<file path="src/rtl/bram_pkg.sv">
// ----------------------------------------------------------------------------
// bram_pkg
// Shared constants for the BRAM read path: controller latency, data width
// and the depth of the CPU-side read-data FIFO, plus a small width helper.
// ----------------------------------------------------------------------------
package bram_pkg;

    localparam int BRAM_LATENCY     = 10;
    localparam int BRAM_DW          = 32;
    localparam int RDATA_FIFO_DEPTH = 16;

    // Width of a counter that must hold 0..depth inclusive.
    function automatic int occ_w(input int depth);
        return $clog2(depth) + 1;
    endfunction

endpackage : bram_pkg

</file>
<file path="src/rtl/rd_credit_cnt.sv">
// ----------------------------------------------------------------------------
// rd_credit_cnt
// Tracks reads issued to the BRAM controller whose data has not yet come back,
// derives the issue credit from that plus the FIFO occupancy, and holds the
// sticky overflow flag.
//
// Ports
//   clk, rst      : clock, asynchronous active-high reset
//   req_issue     : arbiter issued one read this cycle
//   in_valid      : read data returned this cycle
//   drop          : FIFO discarded returning data (full, no pop)
//   count         : current FIFO occupancy
//   outstanding   : reads in flight (0..DEPTH)
//   credit_ok     : (outstanding + count) < DEPTH
//   overflow      : sticky error, cleared only by rst
// ----------------------------------------------------------------------------
module rd_credit_cnt
    import bram_pkg::*;
#(
    parameter  int DEPTH = RDATA_FIFO_DEPTH,
    localparam int AW    = $clog2(DEPTH)
) (
    input  logic          clk,
    input  logic          rst,
    input  logic          req_issue,
    input  logic          in_valid,
    input  logic          drop,
    input  logic [AW:0]   count,
    output logic [AW:0]   outstanding,
    output logic          credit_ok,
    output logic          overflow
);

    localparam logic [AW:0]   C_OUT_MAX = (AW+1)'(DEPTH);
    localparam logic [AW+1:0] C_DEPTH_W = (AW+2)'(DEPTH);

    logic [AW:0]   r_outstanding;
    logic          r_overflow;
    logic [AW+1:0] w_sum;

    // One extra bit so outstanding + count never wraps.
    assign w_sum     = {1'b0, r_outstanding} + {1'b0, count};
    assign credit_ok = (w_sum < C_DEPTH_W);

    always_ff @(posedge clk or posedge rst) begin
        if (rst) begin
            r_outstanding <= '0;
            r_overflow    <= 1'b0;
        end else begin
            // Simultaneous issue and return cancel out.
            if (req_issue && !in_valid) begin
                if (r_outstanding != C_OUT_MAX)
                    r_outstanding <= r_outstanding + 1'b1;
            end else if (in_valid && !req_issue) begin
                // Unsolicited data (e.g. write echo) must not wrap below zero.
                if (r_outstanding != '0)
                    r_outstanding <= r_outstanding - 1'b1;
            end
            if ((req_issue && !credit_ok) || drop)
                r_overflow <= 1'b1;
        end
    end

    assign outstanding = r_outstanding;
    assign overflow    = r_overflow;

endmodule : rd_credit_cnt

</file>
<file path="src/rtl/cpu_rdata_fifo.sv">
// ----------------------------------------------------------------------------
// cpu_rdata_fifo
// First-word-fall-through FIFO between the BRAM controller read-data return
// and the CPU, with credit tracking so the arbiter never has more reads in
// flight than the FIFO can absorb.
//
// Ports
//   clk, rst      : clock, asynchronous active-high reset
//   req_issue     : arbiter issued one BRAM read this cycle
//   credit_ok     : arbiter may issue another read
//   in_valid/data : read data from BRAM controller
//   out_valid/data: FIFO head (zero-latency, FWFT)
//   out_ready     : CPU pops head this cycle
//   count         : stored entries 0..DEPTH
//   outstanding   : reads issued but not yet returned
//   overflow      : sticky error flag
// ----------------------------------------------------------------------------
module cpu_rdata_fifo
    import bram_pkg::*;
#(
    parameter  int DW    = BRAM_DW,
    parameter  int DEPTH = RDATA_FIFO_DEPTH,   // power of two, >= 2
    localparam int AW    = $clog2(DEPTH)
) (
    input  logic          clk,
    input  logic          rst,
    input  logic          req_issue,
    output logic          credit_ok,
    input  logic          in_valid,
    input  logic [DW-1:0] in_data,
    output logic          out_valid,
    output logic [DW-1:0] out_data,
    input  logic          out_ready,
    output logic [AW:0]   count,
    output logic [AW:0]   outstanding,
    output logic          overflow
);

    localparam logic [AW:0] C_DEPTH = (AW+1)'(DEPTH);

    logic [DW-1:0] r_mem [DEPTH];
    logic [AW-1:0] r_wr_ptr;
    logic [AW-1:0] r_rd_ptr;
    logic [AW:0]   r_count;

    logic w_pop;
    logic w_push;
    logic w_drop;

    assign w_pop  = out_ready & (r_count != '0);
    // A pop in the same cycle frees the slot, so a full FIFO still accepts.
    assign w_push = in_valid & ((r_count < C_DEPTH) | w_pop);
    assign w_drop = in_valid & ~w_push;

    // Storage is deliberately not reset; pointers wrap by natural overflow.
    always_ff @(posedge clk) begin
        if (w_push)
            r_mem[r_wr_ptr] <= in_data;
    end

    always_ff @(posedge clk or posedge rst) begin
        if (rst) begin
            r_wr_ptr <= '0;
            r_rd_ptr <= '0;
            r_count  <= '0;
        end else begin
            if (w_push)
                r_wr_ptr <= r_wr_ptr + 1'b1;
            if (w_pop)
                r_rd_ptr <= r_rd_ptr + 1'b1;
            case ({w_push, w_pop})
                2'b10:   r_count <= r_count + 1'b1;
                2'b01:   r_count <= r_count - 1'b1;
                default: r_count <= r_count;
            endcase
        end
    end

    assign out_valid = (r_count != '0);
    assign out_data  = r_mem[r_rd_ptr];
    assign count     = r_count;

    rd_credit_cnt #(
        .DEPTH (DEPTH)
    ) u_credit (
        .clk         (clk),
        .rst         (rst),
        .req_issue   (req_issue),
        .in_valid    (in_valid),
        .drop        (w_drop),
        .count       (r_count),
        .outstanding (outstanding),
        .credit_ok   (credit_ok),
        .overflow    (overflow)
    );

endmodule : cpu_rdata_fifo

</file>
<file path="config.mk">
export PLATFORM = sky130hd
export DESIGN_NAME = cpu_rdata_fifo
export DESIGN_NICKNAME = d
export VERILOG_FILES = /design/src/rtl/bram_pkg.sv /design/src/rtl/rd_credit_cnt.sv /design/src/rtl/cpu_rdata_fifo.sv
export SDC_FILE = /design/constraint.sdc
export NUM_CORES = 1
export LEC_CHECK = 0
export BUFFER_PORTS_ARGS = -buffer_cell sky130_fd_sc_hd__buf_2
export CORE_MARGIN = 8
export CORE_UTILIZATION = 50
export CTS_BUF_LIST = sky130_fd_sc_hd__clkbuf_2 sky130_fd_sc_hd__clkbuf_4 sky130_fd_sc_hd__clkbuf_8
export CTS_CLUSTER_SIZE = 20
export DETAILED_ROUTE_END_ITERATION = 10
export PLACE_DENSITY_LB_ADDON = 0.2
export SLEW_MARGIN = 15
export SYNTH_ARGS = -nofsm -noshare
export SYNTH_HDL_FRONTEND = slang
export SYNTH_SLANG_ARGS = --single-unit
</file>
<file path="constraint.sdc">
create_clock -name clk -period 5.47 [get_ports clk]
set_input_delay 0.547 -clock clk [delete_from_list [all_inputs] [get_ports clk]]
set_output_delay 0.547 -clock clk [all_outputs]
set_load 0.01 [all_outputs]
</file>
==> impl_results.md <==
* Chip Width at 219 µm
* DR iter-0 viols at 865
* GRT Overall Usage at 18.3%
* Final WS setup at 1.55 ns
* Largest net degree at the start of global routing at 65
* Initial antenna violation count at 2
* Seq/Total Area, Yosys at 77.0%
* Static Leak at 7.59 nW
* Drt drc at 0
* Post-route ant nets at 0
* Clk_lat worst skew at 0.63 ns
* Worst Setup Start Kind: flop
* Layout fillers at 3,007
* Setup clock skew after layout at 0.0176 ns
* Buffer count from post-CTS setup fixing at 0
* H-tree depth at 3
* Final hold viol count at 0
* Setup TNS at 0 ns
* Worst EP arrival at 3.38 ns
* Max Slew Vio Count at 0
* CTS tree: built
* Run status: finished clean
* Maximum vdd drop at 0.000313 V
* Post-synth top cells: edfxtp_1, mux4_2, clkbuf_1, dfrtp_1, nor2_1
* Final min period at 3.92 ns
* Reg2reg start: count[4]
* Post-synthesis async set-or-reset flop share at 3.58%
* Synth area leader: edfxtp_1
* Port Buffers at 81
* Cell area after synthesis at 0.0206 mm²
* Worst slew margin at 31.1%
* Cts bufs inserted at 84
* Hold WS at 0.0479 ns
* Pre-CTS setup slack at 2.07 ns
* Crit. End Element: output pin
* EDFF count, synth at 512
* Synth Register Bits at 531
* Gate Count Post-Synth at 860
* Ports at 82
* GPL Wtd Cong at 0.729
* Worst Setup SP: r_rd_ptr[0]
* Synthesized area per cell at 23.9 µm²
* Area contributors post-synth: edfxtp_1, mux4_2, dfrtp_1
* Average wire per standard cell at 26.6 µm
* Clk root buf: clkbuf_8
* PwrDens at 507 mW/mm²
* Clock buffer depth at 3
* # setup viols final at 0
* # clock sinks at 531
* Mapped Nets at 915
* Cts hold-fix bufs at 0
* Top_reg_cell synth: edfxtp_1
* Syn. warnings at 0
* Share of layout cells above drive strength 1 at 39.8%
* MaxCap Viol Count at 0
* DIE HEIGHT at 219 µm
* Post-CTS sizing at 0
* Fin nets at 1,071
* # diodes at 0
* Top fanout value on the critical path at 47
* Num rows at 74
* First-pass GRT wire length at 64,400 µm
* DR vias/cell at 5.85
* Yosys top cell area share at 74.7%
* Starting density of the core at 50.5%
* HPWL after detailed placement at 23,700 µm
* CP required at 4.92 ns
* Worst-margin pin slew at 1.03 ns
* FMAX at 255 MHz
* R2R setup slack at 2.48 ns
* Count leader, synth: edfxtp_1
* First-pass DRT Iterations at 5
* Period utilisation layout at 71.7%
* RSZ-0062 raised after global routing: no
* Via count at 9,424
* Area grow syn2layout at 13.9%
* Core area at 0.0407 mm²
* Vias in the first global route at 10,100
* Routed Wire Length at 42,800 µm
* Setup CP Type: reg2out
* Clock transition at path regs at 0.07 ns
* Hold crit path type: in2async
* Total gr overflow at 0
* Yosys cell types at 40
* Die area at 0.0479 mm²
critical path, stage by stage (launching register included):
cell     delay [ns]
dfrtp_4        1.08
buf_4          0.39
mux4_2         0.54
mux4_2         0.52
buf_2          0.17
logic make-up (layout without fill, tap and decap cells):
family                     Yosys count  after routing  share of synthesized area, %
adders and majority gates           18             18                          1.17
muxes                              165            165                          17.8
DFF                                531            531                          77.0
xor gates and xnor gates            12             12                         0.510
and+or+nand+nor                     53             53                          1.21
AOI/OAI and AO/OA                   32             32                          1.06
buffers and inverters               49            267                          1.32
power by group:
part | total (mW) | switching (mW) | internal [mW] | leakage, nW
logic | 3.28 | 1.54 | 1.74 | 1.91
clock network | 3.27 | 1.48 | 1.79 | 0.846
registers | 5.33 | 0.470 | 4.86 | 4.84
cells in the final DEF, fill, tap and decap left out, types with 4 or more instances in the layout:
master | synthesis | layout
o21ai_0 | 4 | 4
mux4_2 | 160 | 160
nor2_4 | 0 | 12
clkbuf_8 | 0 | 86
clkinv_1 | 0 | 16
clkinv_2 | 0 | 9
nor3_2 | 0 | 4
clkinvlp_4 | 0 | 7
ha_1 | 16 | 16
nor2_1 | 19 | 7
xnor2_1 | 10 | 10
buf_2 | 4 | 81
nand2_1 | 12 | 12
dfrtp_1 | 19 | 15
inv_1 | 6 | 6
clkbuf_4 | 0 | 27
buf_4 | 0 | 29
a21o_1 | 5 | 5
edfxtp_1 | 512 | 512
a21oi_1 | 7 | 7
state kept, by name, indices dropped and copies added (netlist names):
register              cells
u_credit.overflow         1
r_rd_ptr                  4
r_wr_ptr                  4
r_mem                   512
count                     5
u_credit.outstanding      5
metal layers:
metal / vias up / GRT usage, % / part of all wire, % / wire length [µm]
met5: - / 0 / 0.047 / 20
met4: 4 / 6.07 / 1.8 / 759
met3: 58 / 3.36 / 5.7 / 2430
met2: 302 / 29.5 / 50 / 21400
met1: 5059 / 25.3 / 42 / 18100
li1: 4001 / - / - / -
area by class of cell:
cell class | instances | area (µm²) | share of cell area [%]
inverters | 6 | 22.5 | 0.0961
repair buffers | 113 | 683 | 2.91
flip-flops and latches | 531 | 15900 | 67.6
multi-input cells | 280 | 4580 | 19.5
clock inverters | 35 | 248 | 1.06
clock buffers | 113 | 1390 | 5.91
well taps | 532 | 666 | 2.84
worst paths after layout:
kind | endpoint | cells past startpoint
worst max-delay path | out_data[17] | 4
worst min-delay path | r_wr_ptr[0] | 2
worst max register to register | r_mem[9][25] | 4
worst min register to register | u_credit.overflow | 2
max in group asynchronous | r_rd_ptr[0] | 2
min in group clk | u_credit.outstanding[4] | 2
through the flow:
step	total power [mW]	utilization, %	cells	instance area, µm²
3_5_place_dp	8.78	53.5	1462	21800
6_report	11.9	57.5	1610	23400
3_3_place_gp	8.76	53.5	1462	21800
4_1_cts	12.1	57.5	1610	23400
5_1_grt	12.5	57.5	1610	23400
2_1_floorplan	7.64	-	860	20600
(Power assumes the default switching activity.)
